### config.mk
export PLATFORM = sky130hd
export DESIGN_NAME = shade_mapper_pipe
export DESIGN_NICKNAME = d
export VERILOG_FILES = /design/src/rtl/shade_mapper_pipe.sv
export SDC_FILE = /design/constraint.sdc
export NUM_CORES = 1
export LEC_CHECK = 0
export ABC_AREA = 1
export BUFFER_PORTS_ARGS = -buffer_cell sky130_fd_sc_hd__buf_2
export CORE_ASPECT_RATIO = 0.6
export CORE_UTILIZATION = 45
export CTS_CLUSTER_SIZE = 30
export DETAILED_ROUTE_END_ITERATION = 12
export PLACE_DENSITY = 0.74
export SLEW_MARGIN = 20
export SYNTH_ARGS = -nofsm -noshare
export SYNTH_HDL_FRONTEND = slang
export SYNTH_SLANG_ARGS = --single-unit
### constraint.sdc
create_clock -name Clk -period 4.5 [get_ports Clk]
set_clock_uncertainty 0.2 [all_clocks]
set_input_delay 0.225 -clock Clk [delete_from_list [all_inputs] [get_ports Clk]]
set_output_delay 0.225 -clock Clk [all_outputs]
set_load 0.01 [all_outputs]
### src/rtl/shade_mapper_pipe.sv
// shade_mapper_pipe: three-stage pixel shader.
//   S1 folds the Q32.32 angle into a band index angle and latches pixel context,
//   S2 looks the angle up in the programmable band tables,
//   S3 applies saturating dither, channel selection and crosshair inversion.
// A single stall term (output held and not accepted) freezes every stage.
module shade_mapper_pipe #(
    parameter int unsigned COLOR_W     = 8,
    parameter int unsigned FRAC_W      = 32,
    parameter int unsigned NUM_BANDS   = 6,
    parameter int unsigned CX          = 320,
    parameter int unsigned CY          = 240,
    parameter int unsigned CROSS_HALF  = 3,
    parameter int unsigned DITHER_STEP = 'h40
) (
    input  logic                   Clk,
    input  logic                   Reset,
    input  logic                   in_valid,
    output logic                   in_ready,
    input  logic                   is_ball,
    input  logic [63:0]            zcomp,
    input  logic [9:0]             DrawX,
    input  logic [9:0]             DrawY,
    input  logic [3*COLOR_W-1:0]   colin,
    input  logic                   frame_start,
    input  logic                   dither_en,
    input  logic                   cross_en,
    input  logic                   cfg_we,
    input  logic [1:0]             cfg_sel,
    input  logic [2:0]             cfg_idx,
    input  logic [7:0]             cfg_wdata,
    output logic                   out_valid,
    input  logic                   out_ready,
    output logic [3*COLOR_W-1:0]   col
);

    localparam logic [63:0] Z_LO  = 64'(90)  << FRAC_W;
    localparam logic [63:0] Z_MID = 64'(180) << FRAC_W;
    localparam logic [63:0] Z_HI  = 64'(270) << FRAC_W;
    localparam logic [COLOR_W:0] DSTEP = (COLOR_W+1)'(DITHER_STEP);

    localparam logic [7:0] THR_RST [8] = '{8'd4, 8'd12, 8'd21, 8'd30, 8'd40, 8'd255, 8'd255, 8'd255};
    localparam logic [7:0] LVL_RST [8] = '{8'h3F, 8'h7F, 8'h7F, 8'hBF, 8'hBF, 8'hFF, 8'hFF, 8'hFF};
    localparam logic       DTH_RST [8] = '{1'b1, 1'b0, 1'b1, 1'b0, 1'b1, 1'b0, 1'b0, 1'b0};

    // Shared state
    logic                 w_stall;
    logic                 r_phase;
    logic [7:0]           r_thr [8];
    logic [7:0]           r_lvl [8];
    logic                 r_dth [8];

    // Stage 1 registers
    logic                 r_s1_valid;
    logic                 r_s1_ball;
    logic                 r_s1_inrange;
    logic [7:0]           r_s1_angle;
    logic [3*COLOR_W-1:0] r_s1_colin;
    logic                 r_s1_phase;
    logic                 r_s1_x0;
    logic                 r_s1_y0;
    logic                 r_s1_hit;
    logic                 r_s1_den;
    logic                 r_s1_cen;

    // Stage 2 registers
    logic                 r_s2_valid;
    logic                 r_s2_ball;
    logic                 r_s2_inrange;
    logic [COLOR_W-1:0]   r_s2_shade;
    logic                 r_s2_dreq;
    logic [3*COLOR_W-1:0] r_s2_colin;
    logic                 r_s2_hit;
    logic                 r_s2_cen;

    // Stage 3 registers
    logic                 r_s3_valid;
    logic [3*COLOR_W-1:0] r_col;

    // Combinational helpers
    logic                 w_inrange;
    logic [63:0]          w_fold;
    logic [7:0]           w_angle;
    logic signed [11:0]   w_dx, w_dy, w_adx, w_ady;
    logic                 w_hit;
    logic                 w_found;
    logic [COLOR_W-1:0]   w_shade;
    logic                 w_dth;
    logic [COLOR_W:0]     w_sum;
    logic [COLOR_W-1:0]   w_dshade;
    logic [3*COLOR_W-1:0] w_col;

    assign w_stall   = r_s3_valid & ~out_ready;
    assign in_ready  = ~w_stall;
    assign out_valid = r_s3_valid;
    assign col       = r_col;

    // S1 combinational: range test, angle fold and crosshair hit
    always_comb begin
        w_inrange = (zcomp > Z_LO) && (zcomp < Z_HI);
        w_fold    = (zcomp > Z_MID) ? (Z_HI - zcomp) : (zcomp - Z_LO);
        w_angle   = w_fold[FRAC_W+7:FRAC_W];
        w_dx      = $signed({2'b00, DrawX}) - $signed(12'(CX));
        w_dy      = $signed({2'b00, DrawY}) - $signed(12'(CY));
        w_adx     = w_dx[11] ? -w_dx : w_dx;
        w_ady     = w_dy[11] ? -w_dy : w_dy;
        w_hit     = ((DrawX == 10'(CX)) && (w_ady <= $signed(12'(CROSS_HALF)))) ||
                    ((DrawY == 10'(CY)) && (w_adx <= $signed(12'(CROSS_HALF))));
    end

    // Frame phase toggles on every frame_start, independent of stall
    always_ff @(posedge Clk) begin
        if (Reset)
            r_phase <= 1'b0;
        else if (frame_start)
            r_phase <= ~r_phase;
    end

    // Band tables: writes land next cycle, out-of-range index or sel 3 dropped
    always_ff @(posedge Clk) begin
        if (Reset) begin
            r_thr <= THR_RST;
            r_lvl <= LVL_RST;
            r_dth <= DTH_RST;
        end else if (cfg_we && (32'(cfg_idx) < NUM_BANDS)) begin
            case (cfg_sel)
                2'd0:    r_thr[cfg_idx] <= cfg_wdata;
                2'd1:    r_lvl[cfg_idx] <= cfg_wdata;
                2'd2:    r_dth[cfg_idx] <= cfg_wdata[0];
                default: ;
            endcase
        end
    end

    // S1 registers: accept a pixel (or a bubble) whenever not stalled
    always_ff @(posedge Clk) begin
        if (Reset) begin
            r_s1_valid <= 1'b0;
        end else if (!w_stall) begin
            r_s1_valid   <= in_valid;
            r_s1_ball    <= is_ball;
            r_s1_inrange <= w_inrange;
            r_s1_angle   <= w_angle;
            r_s1_colin   <= colin;
            r_s1_phase   <= r_phase;
            r_s1_x0      <= DrawX[0];
            r_s1_y0      <= DrawY[0];
            r_s1_hit     <= w_hit;
            r_s1_den     <= dither_en;
            r_s1_cen     <= cross_en;
        end
    end

    // S2 combinational: first band whose threshold exceeds the angle wins
    always_comb begin
        w_found = 1'b0;
        w_shade = '1;
        w_dth   = 1'b0;
        for (int unsigned i = 0; i < NUM_BANDS; i++) begin
            if (!w_found && (r_s1_angle < r_thr[i[2:0]])) begin
                w_found = 1'b1;
                w_shade = COLOR_W'(r_lvl[i[2:0]]);
                w_dth   = r_dth[i[2:0]];
            end
        end
    end

    // S2 registers: shade and dither request
    always_ff @(posedge Clk) begin
        if (Reset) begin
            r_s2_valid <= 1'b0;
        end else if (!w_stall) begin
            r_s2_valid   <= r_s1_valid;
            r_s2_ball    <= r_s1_ball;
            r_s2_inrange <= r_s1_inrange;
            r_s2_shade   <= w_shade;
            r_s2_dreq    <= w_found & w_dth & r_s1_den & (r_s1_x0 ^ r_s1_y0 ^ r_s1_phase);
            r_s2_colin   <= r_s1_colin;
            r_s2_hit     <= r_s1_hit;
            r_s2_cen     <= r_s1_cen;
        end
    end

    // S3 combinational: saturating dither, channel select, crosshair inversion
    always_comb begin
        w_sum    = {1'b0, r_s2_shade} + DSTEP;
        w_dshade = r_s2_shade;
        if (r_s2_dreq)
            w_dshade = w_sum[COLOR_W] ? '1 : w_sum[COLOR_W-1:0];
        if (r_s2_ball)
            w_col = r_s2_colin;
        else if (r_s2_inrange)
            w_col = {w_dshade, w_dshade, w_dshade};
        else
            w_col = '0;
        if (r_s2_hit && r_s2_cen)
            w_col = ~w_col;
    end

    // S3 registers drive the outputs directly
    always_ff @(posedge Clk) begin
        if (Reset) begin
            r_s3_valid <= 1'b0;
            r_col      <= '0;
        end else if (!w_stall) begin
            r_s3_valid <= r_s2_valid;
            r_col      <= w_col;
        end
    end

endmodule

==> After elaboration in Yosys (flattened, before gate mapping) <==
Index checks and enable logic that the tools add are counted.
Widths: inputs -> output; s select.
{ "word_totals": {"regBits": 241, "input_bits": 130, "out_inout_bits": 26, "elab_cells": 138} }
{ "classes": {"add_sub_neg": 7, "magnitude_cmp": 14, "eq_ne": 4, "mux": 33, "bitwise": 12, "n_reduce_logical": 22} }
{ "ops": {"columns": ["op", "count"], "rows": [
  ["$bwmux 64", 2],
  ["$mux 24", 3],
  ["$mux 8", 9],
  ["$gt 64x39->1 const B", 1],
  ["$gt 64x40->1 const B", 1],
  ["$lt 64x41->1 const B", 1],
  ["$lt 8x8->1", 6],
  ["$mux 40", 1],
  ["$sub 36x40->40 const A", 1],
  ["$sub 40x39->40 const B", 1],
  ["$demux 8 s3", 1],
  ["$le 12x3->1 const B", 2],
  ["$mux 12", 2],
  ["$neg 11->12", 2],
  ["$not 24->24", 1],
  ["$mux 1", 13],
  ["$logic_and 1x1->1", 11],
  ["$sub 10x8->11 const B", 1],
  ["$sub 10x9->11 const B", 1],
  ["$eq 10x8->1 const B", 1],
  ["$eq 10x9->1 const B", 1],
  ["$add 8x7->9 const B", 1],
  ["$bwmux 8", 1],
  ["$reduce_and 2->1", 4],
  ["other kinds (13)", 24]
]} }

==> Logic depth before layout (Yosys ltp) <==
Gate-level depths: netlist of the first run.
{ "depth": {"word_depth": 20, "mapped_depth": 15, "ltp_nobuf": 15} }

==> Worst setup path before layout of the first run <==
No wires, ideal clock.
{ "synth_path": {"path_kind": "reg-to-reg", "from": "register r_s3_valid (netlist: out_valid)", "to": "register r_s1_angle[0] (enable)", "setup_time_ns": 0.512, "arrival_time_ns": 3.660, "t_required_ns": 3.788, "slack_ns": 0.127, "stages_incl_launch_ff": 4, "n_path_buf": 0, "synth_period_minus_slack_ns": 4.373, "cell_sequence": "dfxtp_1 -> inv_1 -> nor2_1 -> nor2_1"} }
{ "synth_between": {"elab_chain_len": 3} }
{ "synth_lines": {"columns": ["element", "line", "source"], "rows": [
  ["start: declaration", "76", "logic r_s3_valid;"],
  ["start signal: assignment", "205", "r_s3_valid <= r_s2_valid;"],
  ["$and 1x1->1", "92", "assign w_stall = r_s3_valid & ~out_ready;"],
  ["$not 1->1 (no line)", null, null],
  ["$reduce_and 2->1 (no line)", null, null],
  ["end signal: assignment", "142", "r_s1_angle <= w_angle;"],
  ["end: declaration", "56", "logic [7:0] r_s1_angle;"]
]} }
No other way between the ends.
A chain may end at the register's enable or synchronous reset.

==> Worst setup path in the final report of the first run <==
{ "layout_path": {"from": "register r_s1_angle[1]", "to": "register r_s2_dreq, data pin"} }
{ "layout_between": {"elab_chain_len": 20, "word_cells_on_any_way": 31, "cone_classes": "6 x order compare; 12 x mux; 3 x bitwise; 10 x reduce/logical"} }
{ "layout_lines": {"columns": ["element", "line", "source"], "rows": [
  ["$lt 8x8->1", "159", "if (!w_found && (r_s1_angle < r_thr[i[2:0]])) begin"],
  ["$mux 1", "159", null],
  ["$logic_not 1->1", "159", null],
  ["$logic_and 1x1->1", "159", null],
  ["$mux 1", "159", null],
  ["$logic_not 1->1", "159", null],
  ["$logic_and 1x1->1", "159", null],
  ["$mux 1", "159", null],
  ["[... 2 more ...]", null, null],
  ["$mux 1", "159", null],
  ["$logic_not 1->1", "159", null],
  ["$logic_and 1x1->1", "159", null],
  ["$mux 1", "159", null],
  ["$logic_not 1->1", "159", null],
  ["$logic_and 1x1->1", "159", null],
  ["$mux 1", "159", null],
  ["$and 1x1->1 * (3 in a row)", "176", "r_s2_dreq <= w_found & w_dth & r_s1_den & (r_s1_x0 ^ r_s1_y0 ^ r_s1_phase);"],
  ["end signal: assignment", "176", null],
  ["end: declaration", "70", "logic r_s2_dreq;"]
]} }
Mark *: on every way between the ends. The rest lies on a longest branch, timed or not.

==> results of run 1 <==
==> cells by family (layout without fill, tap and decap cells) <==
| family | Yosys count | in the layout | synth area share (%) |
|---|---|---|---|
| AND/OR/NAND/NOR | 610 | 610 | 26.5 |
| flip-flops | 207 | 207 | 45.6 |
| adder cells (fa/ha/maj) | 52 | 52 | 6.04 |
| XOR/XNOR | 28 | 28 | 2.34 |
| AO/OA/AOI/OAI | 218 | 218 | 12.0 |
| buffers and inverters | 204 | 408 | 7.55 |
==> path summary, 6_finish.rpt <==
check	from	endpoint	slack, ns	depth (start not counted)
setup reg to reg	r_s1_angle[1]	r_s2_dreq	1.92	8
hold reg to reg	r_s1_colin[20]	r_s2_colin[20]	0.22	0
setup / recovery	r_s1_angle[1]	r_s2_dreq	1.92	8
hold / removal	cfg_sel[0]	r_thr[16]	0.02	5
==> cell usage after synthesis, types with 2 or more instances <==
library cell	n	share of area, %
nand2_1	289	10
inv_1	134	4.7
dfxtp_1	130	24
nor2_1	125	4.4
nand3_1	79	3.7
edfxtp_1	77	21
o21ai_0	74	3.4
a21oi_1	59	2.7
ha_1	52	6.0
clkbuf_1	29	1.0
o21ai_1	27	1.3
inv_2	23	0.80
xor2_1	22	1.8
o221ai_1	21	1.7
nor3_1	20	0.93
o211ai_1	19	1.3
nand4_1	18	1.0
nor4_1	12	0.70
nor2_4	11	1.1
nor3_2	11	1.0
nand2_2	7	0.41
nand3b_1	7	0.49
nand2_4	6	0.63
or2_2	6	0.35
buf_2	5	0.23
or2_0	5	0.29
or2_1	5	0.29
xnor2_1	5	0.41
buf_1	4	0.14
buf_6	4	0.42
o22ai_1	4	0.23
a21oi_2	2	0.16
a21oi_4	2	0.30
clkinv_1	2	0.070
nor2_2	2	0.12
==> layer usage <==
layer  routed length (um)  GRT usage [%]  vias up
li1                     -              -     4787
met1                14000           35.3     4449
met2                11800           34.5      340
met3                 2420           3.83       37
met4                  429           3.79        0
met5                    0              0        -
==> worst reg2reg max path: stages, from the launching register on <==
cell and delay [ns]:
edfxtp_1 0.53, ha_1 0.34, a21oi_1 0.05, o21ai_0 0.44, a21oi_1 0.24, nand2_1 0.11, nand4_1 0.15, nand3b_1 0.21
a21oi_2 0.04
==> flip-flops by register name, summed over array words and instances (netlist names), 6 cells and up <==
| signal | cells |
|---|---|
| r_s2_colin | 24 |
| r_s1_angle | 8 |
| r_dth | 6 |
| r_thr | 48 |
| col | 24 |
| r_s2_shade | 8 |
| r_s1_colin | 24 |
| r_lvl | 48 |
==> stage by stage <==
step / total power, W / instance area, um^2 / util (%) / worst slack [ns]
finish: 0.00443 / 13000 / 55.8 / 1.92
CTS: 0.00445 / 13000 / 55.8 / 1.96
detailed placement: 0.00267 / 11800 / 50.6 / 1.97
global route: 0.00460 / 13000 / 55.8 / 1.80
global placement: 0.00265 / 11800 / 50.6 / 2.05
floorplan: 0.00247 / 10800 / - / 0.127
==> power by group <==
group | switching (W) | internal (W) | leakage [nW]
registers | 0.0000439 | 0.00203 | 1.80
logic | 0.000374 | 0.000225 | 3.83
clock network | 0.000731 | 0.00103 | 0.338
==> final cells by class <==
cell class	count	area, um^2
clock inverters	11	119
fillers	2137	10300
well taps	315	394
repair buffers	211	1330
inverters	161	613
flip-flops and latches	207	4910
multi-input cells	908	5060
clock buffers	25	572
==> impl_metrics.py, run 1 <==
metrics = {
    "run_status": {
        "outcome": "finished, final reports clean",
    },
    "cts": {
        "cts_hold_buf": 52,
        "root_buffer": "clkbuf_16",
        "clockBufferDepth": 3,
        "clkSinkCount": 207,
        "cts_buffers": 21,
        "cts_resized": 0,
        "cts_tree": "built",
        "path_clk_slew_ns": 0.06,
        "post_cts_buffers": 0,
        "h-tree-depth": 1,
        "clk_latency_ns": 0.50,
    },
    "power": {
        "power_density_nw_per_um2": 341,
        "p_leak_nw": 5.96,
        "peakVddDrop_uv": 196,
    },
    "route": {
        "remaining_drc_errors": 0,
        "wl_per_cell_um": 15.6,
        "antenna_left": 0,
        "vias": 9613,
        "first_pass_iters": 5,
        "drt_iter0_markers": 899,
        "avgViaCountPerCell": 5.23,
        "drt_wl_total_mm": 28.6,
    },
    "cells_and_area": {
        "drive_gt1_share_pct": 18.1,
        "final_cell_mix": "nand2_1, buf_2, inv_1, dfxtp_1, nor2_1",
        "final_cells": 1838,
        "final_common_cell": "nand2_1",
        "nets": 1692,
        "syn_to_final_growth_pct": 20.6,
        "n_antenna_cell": 0,
    },
    "floorplanning": {
        "start_util_pct": 46.3,
        "rows": 43,
        "top_level_ports": 156,
        "die_area_um2": 24600,
        "core_um2": 23300,
        "die_w_um": 202,
        "die_h_um": 122,
    },
    "place": {
        "dp.cells": 1750,
        "numPortBuffers": 155,
        "gp_congestion": 0.971,
        "hpwl_mm": 21.0,
    },
    "timing": {
        "rsz0062_at_grt": "no",
        "maxSlewViolCount": 0,
        "finalHoldViolations": 0,
        "setup_tns_ns": 0,
        "fin_crit_ns": 2.58,
        "setup_viol": 0,
        "max_slew_margin_pct": 44.3,
        "clock.fmax_mhz": 388,
        "finalHoldWorstSlack_ns": 0.0220,
        "layout_worst_path_cycle_share_pct": 57.2,
        "worst_pin_slew_ns": 0.835,
    },
    "worst_setup_path": {
        "worstPathRequired_ns": 4.55,
        "endpoint_kind": "flip-flop",
        "crit_type": "reg2reg",
        "cp_data_arrival_time_ns": 2.62,
        "start_kind": "flip-flop",
        "cp_slowest_cell": "edfxtp_1",
        "worstPathMaxFanout": 6,
        "cp_num_buf_inv": 0,
        "crit_chain": "ha_1 > a21oi_1 > o21ai_0 > a21oi_1 > nand2_1 > nand4_1 > nand3b_1 > a21oi_2",
        "slowest_delay_ns": 0.53,
        "path_delay_family": "compound AO/OA/AOI/OAI gates",
        "critPathMostFrequentCell": "a21oi_1",
    },
    "synth": {
        "synth.avg_cell_area_um2": 8.17,
        "synth_ff_type": "dfxtp_1",
        "syn_area_um2": 10800,
        "synth-seq-cells": 207,
        "async_reset_ff_share_pct": 0,
        "syn_nets": 1501,
        "ys_types": 56,
        "synth_edf_count": 77,
        "synthCells": 1319,
        "seq_area_frac_synth_pct": 45.6,
        "ys_warn_count": 0,
    },
    "grt": {
        "grt_start_max_net_pins": 60,
        "grt_pass1_vias": 8827,
        "overflow": 0,
        "grt.total_usage_pct": 23.1,
        "grt_pass1_wl_mm": 45.3,
        "grt_antenna_before_repair": 0,
    },
    "worst_hold_path": {
        "min_path_type": "in2reg",
    },
    "job": {
        "maxCapViolations": 0,
    },
}
No activity file was read; power rests on OpenSTA's default activity.
==> run 2: changes to the inputs <==
clock period = 2.2 ns   (was 4.5 ns; I/O delays follow)
==> run 2 against run 1 <==
The run now ends with setup timing left. Critical path depth grew 7. Largest cell class unchanged. Worst setup slack worse by 2.2 ns. Cell area up 7.2%. Sequential power grew 100%. Power up 110%. Global-route usage grew 0.98 points.
==> impl_metrics.py, run 2 (same netlist as run 1, synthesis figures left out) <==
metrics = {
    "run_status": {
        "outcome": "finished, violations left",
        "violations": "setup timing",
    },
    "worst_hold_path": {
        "hold_start": "DrawX[6]",
        "hold_end": "r_s1_hit",
        "whs_path_depth": 5,
        "min_path_type": "in2reg",
    },
    "cts": {
        "clkSinkCount": 207,
        "root_buffer": "clkbuf_16",
        "path_clk_slew_ns": 0.07,
        "cts_buffers": 21,
        "clk_latency_ns": 0.52,
        "h-tree-depth": 1,
        "clockBufferDepth": 3,
        "cts_tree": "built",
    },
    "route": {
        "antenna_left": 0,
        "remaining_drc_errors": 0,
        "met3_length_mm": 2.73,
        "first_pass_iters": 5,
        "vias": 10000,
        "wl_met1_mm": 14.1,
        "met2WireLength_mm": 13.0,
        "wl_per_cell_um": 15.9,
        "drt_wl_total_mm": 30.4,
        "avgViaCountPerCell": 5.27,
        "highest_layer": "met4",
        "drt_iter0_markers": 928,
    },
    "floorplanning": {
        "top_level_ports": 156,
        "rows": 43,
        "start_util_pct": 46.3,
        "die_h_um": 122,
        "core_um2": 23300,
        "die_w_um": 202,
        "die_area_um2": 24600,
    },
    "grt": {
        "grt_pass1_vias": 9230,
        "grt_pass1_wl_mm": 47.1,
        "overflow": 0,
        "grt_antenna_before_repair": 0,
        "grt_start_max_net_pins": 124,
        "grt.total_usage_pct": 24.1,
    },
    "timing": {
        "clock.fmax_mhz": 399,
        "max_slew_margin_pct": 64.2,
        "worst_pin_slew_ns": 0.537,
        "setup_viol": 9,
        "postLayoutSetupSlackWorst_ns": -0.303,
        "layout_worst_path_cycle_share_pct": 114,
        "rsz0062_at_grt": "yes",
        "maxSlewViolCount": 0,
        "finalHoldViolations": 0,
        "finalHoldWorstSlack_ns": 0.0256,
        "fin_crit_ns": 2.50,
    },
    "worst_setup_path": {
        "cp_data_arrival_time_ns": 2.55,
        "crit_chain": "buf_6 > ha_4 > a21o_1 > nand2_1 > nand2_2 > inv_1 > nand2_4 > nand2_4 > nor2_8 > buf_12 > nand2_8 > inv_6 > nand3b_1 > nand2_1 > o21ai_1",
        "start_kind": "flip-flop",
        "reg2reg_slack_ns": -0.30,
        "worstPathMaxFanout": 5,
        "cp_num_buf_inv": 4,
        "worstPathRequired_ns": 2.25,
        "reg2reg_to": "r_s2_shade[2]",
        "reg2reg_depth": 15,
        "r2r-start": "r_s1_angle[5]",
        "cp_slowest_cell": "edfxtp_1",
        "crit_type": "reg2reg",
        "path_delay_family": "simple AND/OR/NAND/NOR gates",
        "endpoint_kind": "flip-flop",
        "slowest_delay_ns": 0.47,
    },
    "cells_and_area": {
        "final_common_cell": "nand2_1",
        "syn_to_final_growth_pct": 29.2,
        "n_fill_cell": 1987,
        "n_antenna_cell": 0,
        "drive_gt1_share_pct": 22.8,
        "final_cell_mix": "nand2_1, buf_2, inv_1, dfxtp_1, nor2_1",
        "top_regs": "r_lvl x48, r_thr x48",
        "nets": 1758,
    },
    "power": {
        "peakVddDrop_uv": 406,
        "p_leak_nw": 6.32,
        "fin_total_pwr_w": 0.00935,
        "power_density_nw_per_um2": 672,
    },
    "place": {
        "gp_congestion": 0.938,
        "numPortBuffers": 155,
        "hpwl_mm": 21.1,
    },
    "job": {
        "maxCapViolations": 0,
    },
}
-- run 2: cell count changes in the layout (fill, tap and decap cells not counted), moves of 6 or more --
cell and change:
buf_4 +32, a21oi_2 +8, buf_6 +9, nor2_2 +7, dlygate4sd3_1 +19, ha_1 -9
ha_4 +9, a21oi_1 -9, nor3_1 -6, nor2_1 -8
-- run 2: routing by layer --
metal  vias to the layer above  global-route usage (%)
li1                       4929                       -
met1                      4648                    35.2
met2                       416                    36.5
met3                        49                    5.00
met4                         0                    5.49
met5                         -                       0
-- run 2: how the worst max path moves through the flow --
stage	slack, ns	cells past startpoint	endpoint	from
after floorplan	0.01	11	r_s2_dreq	r_s1_angle[7]
after CTS	-0.23	12	r_s2_shade[4]	r_s1_angle[5]
after global placement	-0.20	10	r_s2_dreq	r_s1_angle[7]
final	-0.30	15	r_s2_shade[2]	r_s1_angle[5]
after global routing	-0.38	15	r_s2_shade[6]	r_s1_angle[6]
after detailed placement	-0.25	10	r_s2_dreq	r_s1_angle[7]
-- run 2: layout make-up --
type | instances | area (um^2) | share of cell area, %
inverters | 161 | 626 | 4.49
clock inverters | 10 | 114 | 0.818
clock buffers | 28 | 572 | 4.11
flip-flops and latches | 207 | 4920 | 35.3
multi-input cells | 910 | 5350 | 38.4
repair buffers | 275 | 1950 | 14.0
well taps | 315 | 394 | 2.83
-- run 2: where the power goes --
| part | internal, W | switching, W |
|---|---|---|
| clock | 0.00208 | 0.00153 |
| sequential | 0.00416 | 0.0000822 |
| combinational | 0.000628 | 0.000879 |
-- run 2: what timing repair did --
| action | 4_1_cts | 5_1_grt |
|---|---|---|
| hold endpoints to repair | 143 | 2 |
| endpoints found under the setup margin | 9 | 14 |
| resized for setup | 16 | 55 |
| pin swaps | 7 | 19 |
| hold buffers | 72 | 1 |
| gates cloned | 2 | 0 |
| buffers inserted | 2 | 12 |
-- run 2: worst reg2reg max path, delay by kind of cell, from the launching register on --
kind                     cells  cell delay, ns
buffers and inverters        4            0.43
adder cells (fa/ha/maj)      1            0.26
AO/OA/AOI/OAI                2            0.16
AND/OR/NAND/NOR              8            0.71
flip-flops                   1            0.47
-- run 2: stage by stage --
stage | cell area, um^2 | setup slack (ns) | std cells | TNS (ns) | utilization, %
4_1_cts | 13600 | -0.228 | 1895 | -1.86 | 58.4
3_3_place_gp | 12100 | -0.201 | 1781 | -1.40 | 51.8
2_1_floorplan | 10800 | 0.00972 | 1319 | 0 | -
5_1_grt | 13900 | -0.383 | 1906 | -3.22 | 59.8
3_5_place_dp | 12100 | -0.249 | 1781 | -1.86 | 51.8
6_report | 13900 | -0.303 | 1906 | -2.54 | 59.8
